[config.mk]
export PLATFORM = sky130hd
export DESIGN_NAME = vx_stream_demux
export DESIGN_NICKNAME = d
export VERILOG_FILES = /design/src/rtl/vx_stream_demux_pkg.sv /design/src/rtl/vx_demux_skid_buf.sv /design/src/rtl/vx_stream_demux.sv
export SDC_FILE = /design/constraint.sdc
export NUM_CORES = 1
export LEC_CHECK = 0
export BUFFER_PORTS_ARGS = -buffer_cell sky130_fd_sc_hd__buf_2
export CAP_MARGIN = 20
export CORE_AREA = 2 2 39 41
export CTS_BUF_LIST = sky130_fd_sc_hd__clkbuf_8
export CTS_CLUSTER_SIZE = 16
export DETAILED_ROUTE_END_ITERATION = 6
export DIE_AREA = 0 0 41 43
export PLACE_DENSITY = 0.49
export SLEW_MARGIN = 20
export SYNTH_ARGS = -nofsm -noshare
export SYNTH_HDL_FRONTEND = slang
export SYNTH_SLANG_ARGS = --single-unit
[constraint.sdc]
create_clock -name clk -period 1.75 [get_ports clk]
set_input_delay 0.35 -clock clk [delete_from_list [all_inputs] [get_ports clk]]
set_output_delay 0.35 -clock clk [all_outputs]
set_load 0.01 [all_outputs]
[src/rtl/vx_stream_demux_pkg.sv]
// Shared definitions for the stream demultiplexer slice.
// LOG2UP gives a select width that stays at least one bit for single-lane builds.
`ifndef VX_LOG2UP_DEFINED
`define VX_LOG2UP_DEFINED
`define LOG2UP(x) (((x) > 1) ? $clog2(x) : 1)
`endif

package vx_stream_demux_pkg;

  // Depth of every per-lane elastic buffer.
  localparam int unsigned SKID_DEPTH = 2;

endpackage

[src/rtl/vx_demux_skid_buf.sv]
// Two-entry per-lane FIFO with the head in entry 0; outputs come straight from registers.
// Push is only issued by the parent while the buffer is not full.
module vx_demux_skid_buf
  import vx_stream_demux_pkg::*;
#(
  parameter int DATAW = 1
) (
  input  logic             clk,
  input  logic             reset,
  input  logic             push,
  input  logic [DATAW-1:0] data_in,
  output logic             full,
  output logic             valid_out,
  output logic [DATAW-1:0] data_out,
  input  logic             ready_out
);

  logic [1:0]       count_r;
  logic [DATAW-1:0] entry0_r;
  logic [DATAW-1:0] entry1_r;
  logic             pop_s;

  assign pop_s     = (count_r != 2'd0) & ready_out;
  assign full      = (count_r == 2'(SKID_DEPTH));
  assign valid_out = (count_r != 2'd0);
  assign data_out  = entry0_r;

  // Occupancy count: simultaneous push and pop leaves it unchanged.
  always_ff @(posedge clk) begin
    if (!reset) begin
      count_r <= 2'd0;
    end else begin
      case ({push, pop_s})
        2'b10:   count_r <= count_r + 2'd1;
        2'b01:   count_r <= count_r - 2'd1;
        default: count_r <= count_r;
      endcase
    end
  end

  // Payload storage is not reset; its content only matters while count is non-zero.
  always_ff @(posedge clk) begin
    case ({push, pop_s})
      2'b10: begin
        if (count_r == 2'd0) begin
          entry0_r <= data_in;
        end else begin
          entry1_r <= data_in;
        end
      end
      2'b01: begin
        entry0_r <= entry1_r;
      end
      2'b11: begin
        if (count_r == 2'd1) begin
          entry0_r <= data_in;
        end else begin
          entry0_r <= entry1_r;
          entry1_r <= data_in;
        end
      end
      default: begin
        entry0_r <= entry0_r;
        entry1_r <= entry1_r;
      end
    endcase
  end

endmodule

[src/rtl/vx_stream_demux.sv]
// 1-to-N registered stream demultiplexer: each lane has its own skid buffer, so a
// stalled lane only blocks beats addressed to it. Out-of-range selects are consumed and dropped.
module vx_stream_demux
  import vx_stream_demux_pkg::*;
#(
  parameter int DATAW = 1,
  parameter int N     = 1,
  parameter int LN    = `LOG2UP(N)
) (
  input  logic                      clk,
  input  logic                      reset,
  input  logic                      valid_in,
  input  logic [DATAW-1:0]          data_in,
  input  logic [LN-1:0]             sel_in,
  output logic                      ready_in,
  output logic [N-1:0]              valid_out,
  output logic [N-1:0][DATAW-1:0]   data_out,
  input  logic [N-1:0]              ready_out
);

  logic [N-1:0] full_s;
  logic [N-1:0] sel_hit_s;
  logic [N-1:0] push_s;
  logic         lane_full_s;
  logic         out_of_range_s;
  logic         fire_s;

  generate
    if (N == 1) begin : g_single
      logic unused_sel_s;
      assign unused_sel_s   = ^sel_in;
      assign sel_hit_s      = 1'b1;
      assign lane_full_s    = full_s[0];
      assign out_of_range_s = 1'b0;
    end else begin : g_multi
      // One-hot lane decode and the fullness of the addressed lane.
      always_comb begin
        sel_hit_s   = {N{1'b0}};
        lane_full_s = 1'b0;
        for (int i = 0; i < N; i++) begin
          if (sel_in == LN'(i)) begin
            sel_hit_s[i] = 1'b1;
            lane_full_s  = full_s[i];
          end else begin
            sel_hit_s[i] = 1'b0;
          end
        end
      end
      assign out_of_range_s = ({1'b0, sel_in} >= (LN+1)'(N));
    end
  endgenerate

  // An out-of-range beat is always accepted; with no lane hit it simply vanishes.
  assign ready_in = reset & (out_of_range_s | ~lane_full_s);
  assign fire_s   = valid_in & ready_in;
  assign push_s   = sel_hit_s & {N{fire_s}};

  generate
    for (genvar g = 0; g < N; g++) begin : g_lane
      vx_demux_skid_buf #(.DATAW(DATAW)) u_buf (
        .clk       (clk),
        .reset     (reset),
        .push      (push_s[g]),
        .data_in   (data_in),
        .full      (full_s[g]),
        .valid_out (valid_out[g]),
        .data_out  (data_out[g]),
        .ready_out (ready_out[g])
      );
    end
  endgenerate

endmodule

## After elaboration in Yosys (flattened, before gate mapping)

Index checks and enable logic that the tools add are counted.

| storage, ports and cells | value |
|---|---|
| flip-flop bits (word level) | 4 |
| latch bits | 0 |
| bits in writable memories | 0 |
| ROM bits | 0 |
| bits of input ports | 6 |
| output and inout port bits | 3 |
| word-level logic and storage cells | 31 |
| memories kept | 0 |

| cells by class | value |
|---|---|
| add/subtract/negate cells | 2 |
| $mul | 0 |
| divide/modulo/power cells | 0 |
| order comparisons | 0 |
| equality and inequality tests | 8 |
| shift operators | 0 |
| multiplexer cells | 7 |
| bitwise operators | 4 |
| reduce and logical (&&, ||, !) cells | 7 |

Operator list:

| operator | number |
|---|---|
| == test 2 bit (second input constant) | 3 |
| nonzero test 2 bit | 3 |
| == test 2 x 1 -> 1 bit (second input constant) | 2 |
| two-way mux 1 bit | 4 |
| inequality test 2 bit (second input constant) | 2 |
| case mux 2 bit (2 select lines) | 1 |
| AND 1 bit | 3 |
| case mux 1 bit (3 select lines) | 1 |
| AND reduction 3 bit | 1 |
| nonzero test 3 bit | 1 |
| adder 2 x 1 -> 2 bit (second input constant) | 1 |
| logical NOT 2 bit | 1 |
| inequality test 2 x 1 -> 1 bit (second input constant) | 1 |
| case mux 1 bit (2 select lines) | 1 |
| AND reduction 2 bit | 1 |
| subtractor 2 x 1 -> 2 bit (second input constant) | 1 |
| inverter 1 bit | 1 |

## Logic depth before layout (Yosys ltp)

| depth | value |
|---|---|
| depth in word-level cells | 7 |
| mapped depth | 9 |
| mapped depth without buffers | 9 |

## Cells and area by module

A second synthesis with hierarchy kept.

| unflattened totals | value |
|---|---|
| cells, all modules | 34 |
| area, all modules | 320.3 um2 |

By module, submodules not included:

| module | instances | cells each | area an instance (um2) | seq. area each (um2) |
|---|---|---|---|---|
| vx_demux_skid_buf | 1 | 32 | 305.3 | 100.1 |
| vx_stream_demux | 1 | 2 | 15.0 | 0.0 |

## Worst setup path before layout

No wires, ideal clock.

| path | value |
|---|---|
| kind | reg2reg |
| start point | register g_lane[0].u_buf.count_r[0] |
| end point | register g_lane[0].u_buf.entry1_r, enable pin |
| data arrival time | 1376 ps |
| required time | 1446 ps |
| setup slack | 70 ps |
| stages on the path, launching flop included | 9 |
| buffers on the path | 0 |
| cell sequence | dfxtp_1 > inv_1 > ha_1 > and2b_1 > nand2_2 > inv_1 > ha_1 > o21ai_0 > a21oi_1 |

| on the way | value |
|---|---|
| longest elaborated chain between the ends | 7 |
| elaborated cells between the ends (all ways) | 14 |
| classes of those cells | 6 x eq/ne; 4 x bitwise; 4 x reduce/logical |

Ends and longest elaborated chain:

| item | line | RTL |
|---|---|---|
| start, declared | vx_demux_skid_buf.sv:18 | `logic [1:0] count_r;` |
| start signal, assigned | vx_demux_skid_buf.sv:34 | `2'b10: count_r <= count_r + 2'd1;` |
| start signal, assigned | vx_demux_skid_buf.sv:35 | `2'b01: count_r <= count_r - 2'd1;` |
| start signal, assigned | vx_demux_skid_buf.sv:36 | `default: count_r <= count_r;` |
| == test 2 bit * | vx_demux_skid_buf.sv:24 | `assign full = (count_r == 2'(SKID_DEPTH));` |
| inverter 1 bit * | vx_stream_demux.sv:54 | `assign ready_in = reset & (out_of_range_s \| ~lane_full_s);` |
| AND 1 bit * | vx_stream_demux.sv:54 |  |
| via ready_in | vx_stream_demux.sv:15 | `output logic ready_in,` |
| AND 1 bit * | vx_stream_demux.sv:55 | `assign fire_s = valid_in & ready_in;` |
| == test 2 bit | vx_demux_skid_buf.sv:43 | `case ({push, pop_s})` |
| inequality test 2 bit (no line) / nonzero test 2 bit (equally long branches) | n/a |  |
| AND reduction 3 bit (no line) * | n/a |  |
| end signal, assigned | vx_demux_skid_buf.sv:48 | `entry1_r <= data_in;` |
| end signal, assigned | vx_demux_skid_buf.sv:59 | `entry1_r <= data_in;` |
| end signal, assigned | vx_demux_skid_buf.sv:64 | `entry1_r <= entry1_r;` |
| end, declared | vx_demux_skid_buf.sv:20 | `logic [DATAW-1:0] entry1_r;` |

The timed path passes the listed nets; every way through them passes the cells marked *.
A chain may end at the register's enable or synchronous reset.

## Worst setup path after layout

| path | value |
|---|---|
| start point | register g_lane[0].u_buf.count_r[0] |
| end point | register g_lane[0].u_buf.entry1_r, enable pin |

| on the way | value |
|---|---|
| longest elaborated chain between the ends | 7 |
| elaborated cells between the ends (all ways) | 14 |
| classes of those cells | 6 x eq/ne; 4 x bitwise; 4 x reduce/logical |

Ends and longest elaborated chain:

| item | line |
|---|---|
| == test 2 bit | vx_demux_skid_buf.sv:24 |
| inverter 1 bit | vx_stream_demux.sv:54 |
| AND 1 bit | vx_stream_demux.sv:54 |
| AND 1 bit | vx_stream_demux.sv:55 |
| == test 2 bit | vx_demux_skid_buf.sv:43 |
| inequality test 2 bit (no line) / nonzero test 2 bit (equally long branches) | n/a |
| AND reduction 3 bit (no line) * | n/a |

Every way passes the cells marked *; elsewhere a longest branch is shown, timed or not.

==> flow_summary.yaml <==
detailed_routing:
  detail_route.vias_per_cell: 3.99
  wirelength_um: 511
  drt-initial-drc-count: 1
  routedWlPerCell_um: 7.51
  drc_errors: 0
  via_count: 271
  first_pass_iters: 2
  drtAntennaViolNets: 0
cells_and_area:
  syn_to_final_growth_pct: 39.4
  drive_gt1_share_pct: 34.6
  layout.nets: 66
  num-fill-cells: 153
  finalInstanceArea_um2: 460
  final_util_pct: 33.3
  layoutNonFillerInstCount: 68
  n_antenna_cell: 0
global_route:
  grt_pass1_wl_um: 883
  grt_max_degree: 6
  antenna_found_initial: 0
  grt_overflow_total: 0
  grt_pass1_vias: 259
  grtUsageTotal_pct: 7.93
synthesis:
  synth-simple-area-share_pct: 17.4
  ys_seq_elements: 4
  synth.area.mux_share_pct: 0
  syn_area_um2: 330
  yosysSeqAreaShare_pct: 30.3
  syn_inst: 37
  synth_fa_ha_area_share_pct: 26.5
  syn_avg_cell_area_um2: 8.93
  yosysUniqueCellTypes: 18
  synth_top_family_by_area: "adder cells"
  synth_compound_area_share_pct: 15.2
  yosys_warnings: 0
  synth_nets: 50
  synth_xor_area_share_pct: 2.65
critical_path:
  critPathKind: "reg2reg"
  crit_path_cell_trace: "inv_1 -> ha_1 -> and2b_1 -> nand2_2 -> inv_1 -> ha_1 -> o21ai_0 -> a21oi_1"
  rrSetupSlack_ns: 0.14
  critical_path.max_stage_delay_ns: 0.31
  critPathTopFamily: "adder cells"
  r2r-start: "g_lane[0].u_buf.count_r[0]$_SDFFE_PN0P_"
  cp_data_arrival_time_ns: 1.54
  ff2ff_path_depth: 8
  crit_path_top_delay_cell: "dfxtp_1"
  required_ns: 1.67
  rr_endpoint: "g_lane[0].u_buf.entry1_r$_DFFE_PP_"
  cp_max_fo: 4
  cp_num_buf_inv: 2
  end_kind: "flip-flop"
  cp.depth: 8
  cp-start-kind: "flip-flop"
worst_hold_path:
  whs_endpoint: "g_lane[0].u_buf.entry1_r$_DFFE_PP_"
  hp-start: "data_in"
  hold_class: "in2reg"
  holdPathStages: 1
die:
  rows: 14
  dieArea_um2: 1760
  die_height_um: 43
  die_w_um: 41
  io_pins: 9
  initial_core_util_pct: 23.9
  design.core.area_um2: 1380
clocking:
  cts_root_buffer: "clkbuf_8"
  clk_pin_slew_ns: 0.04
  numCtsBuffers: 3
  clock_latency_ns: 0.22
  htreeDepth: 1
  cts_tree: "built"
  ctsLongestPathBuffers: 2
  cts_sinks: 4
placement:
  place_area_um2: 408
  gp_congestion: 0.624
  place_hpwl_um: 441
  dp_cells: 63
  dp_worst_setup_slack_ns: 0.0885
  io_buffers: 7
sta:
  tns_ns: 0
  finalSetupViolations: 0
  hold_viol: 0
  maxSlewViolCount: 0
  fin_ws_ns: 0.137
  period_minus_slack_ns: 1.61
  whs_ns: 0.328
  max_slew_margin_pct: 88.4
  rsz0062_at_grt: "false"
  clock.fmax_ghz: 0.620
  worst_pin_slew_ns: 0.173
  clock_skew_ns: 0.00696
  min_period_over_period_pct: 92.2
pwr:
  worst_ir_drop_vdd_uv: 715
  seqPwrFrac_pct: 20.4
  p_sw_uw: 283
  p_per_area_nw_per_um2: 1680
  p_sw_share_pct: 36.6
  internal_power_uw: 489
  p_leak_nw: 0.231
  power_uw: 773
  p_clk_share_pct: 25.8
  combPwrFrac_pct: 53.8
run:
  drv_cap: 0
run_status:
  status: "finished, final reports clean"
[state kept, by name, summed over array words and instances, names as in the netlist]
register / cells
g_lane.u_buf.entry1_r: 1
g_lane.u_buf.count_r: 2
g_lane.u_buf.data_out: 1
[power by group through the flow]
stage	Sequential, mW	Combinational [mW]	Clock (mW)
after floorplan	0.166	0.286	0
after global placement	0.160	0.409	0
after detailed placement	0.159	0.408	0
after CTS	0.158	0.411	0.208
after global routing	0.162	0.477	0.215
final	0.158	0.415	0.199
[kinds of logic after synthesis]
group	after synthesis
AND/OR/NAND/NOR	10
AO/OA/AOI/OAI	8
buffers and inverters	7
adder cells (fa/ha/maj)	7
flip-flops	4
XOR/XNOR	1
[layer usage]
layer | vias to the layer above | track usage [%] | part of all wire [%]
met4 | 0 | 4.00 | 0
met5 | - | 0 | 0
met2 | 8 | 10.3 | 43
met3 | 0 | 7.85 | 11
li1 | 149 | - | -
met1 | 114 | 8.04 | 46
[synthesized netlist by cell type, drive strengths merged]
master	n	area share, %
a21oi	3	4.5
o2bb2ai	1	2.7
nor2b	1	4.2
xnor2	1	2.7
and2b	1	2.3
nand2	6	7.6
ha	7	27
a21boi	1	2.3
nand2b	1	1.9
dfxtp	2	12
nand3	1	1.5
o21ai	3	5.7
edfxtp	2	18
inv	7	8.0
[how the worst max path moves through the flow]
stage	slack, ns	to	startpoint
6_report	0.14	g_lane[0].u_buf.entry1_r$_DFFE_PP_	g_lane[0].u_buf.count_r[0]$_SDFFE_PN0P_
5_1_grt	0.003	g_lane[0].u_buf.entry1_r$_DFFE_PP_	g_lane[0].u_buf.count_r[1]$_SDFFE_PN0P_
4_1_cts	0.09	g_lane[0].u_buf.entry1_r$_DFFE_PP_	g_lane[0].u_buf.count_r[1]$_SDFFE_PN0P_
3_5_place_dp	0.09	g_lane[0].u_buf.entry1_r$_DFFE_PP_	g_lane[0].u_buf.count_r[1]$_SDFFE_PN0P_
3_3_place_gp	0.08	g_lane[0].u_buf.entry1_r$_DFFE_PP_	g_lane[0].u_buf.count_r[0]$_SDFFE_PN0P_
2_1_floorplan	0.07	g_lane[0].u_buf.entry1_r$_DFFE_PP_	g_lane[0].u_buf.count_r[0]$_SDFFE_PN0P_
[layout by cell type (no fill, tap or decap), drive strengths merged]
master	instances
buf	11
inv	8
ha	7
nand2	6
a21oi	3
clkbuf	3
o21ai	3
dfxtp	2
edfxtp	2
nor2b	1
and2b	1
o2bb2ai	1
nand2b	1
nand3	1
a21boi	1
xnor2	1
[repair_timing]
action | CTS | global route
setup endpoints to repair | 0 | 1
resized for setup | 0 | 0
buffers inserted | 0 | 1
hold endpoints to repair | 0 | 0
hold buffers | 0 | 0
[final cells by class]
cell class	instances	area, um^2	share of cell area [%]
multi-input cells	26	204	44.3
flip-flops and latches	4	100	21.7
repair buffers	11	65.1	14.1
clock buffers	3	41.3	8.97
inverters	7	26.3	5.71
well taps	16	20.0	4.35
clock inverters	1	3.75	0.815
(Power assumes the default switching activity.)
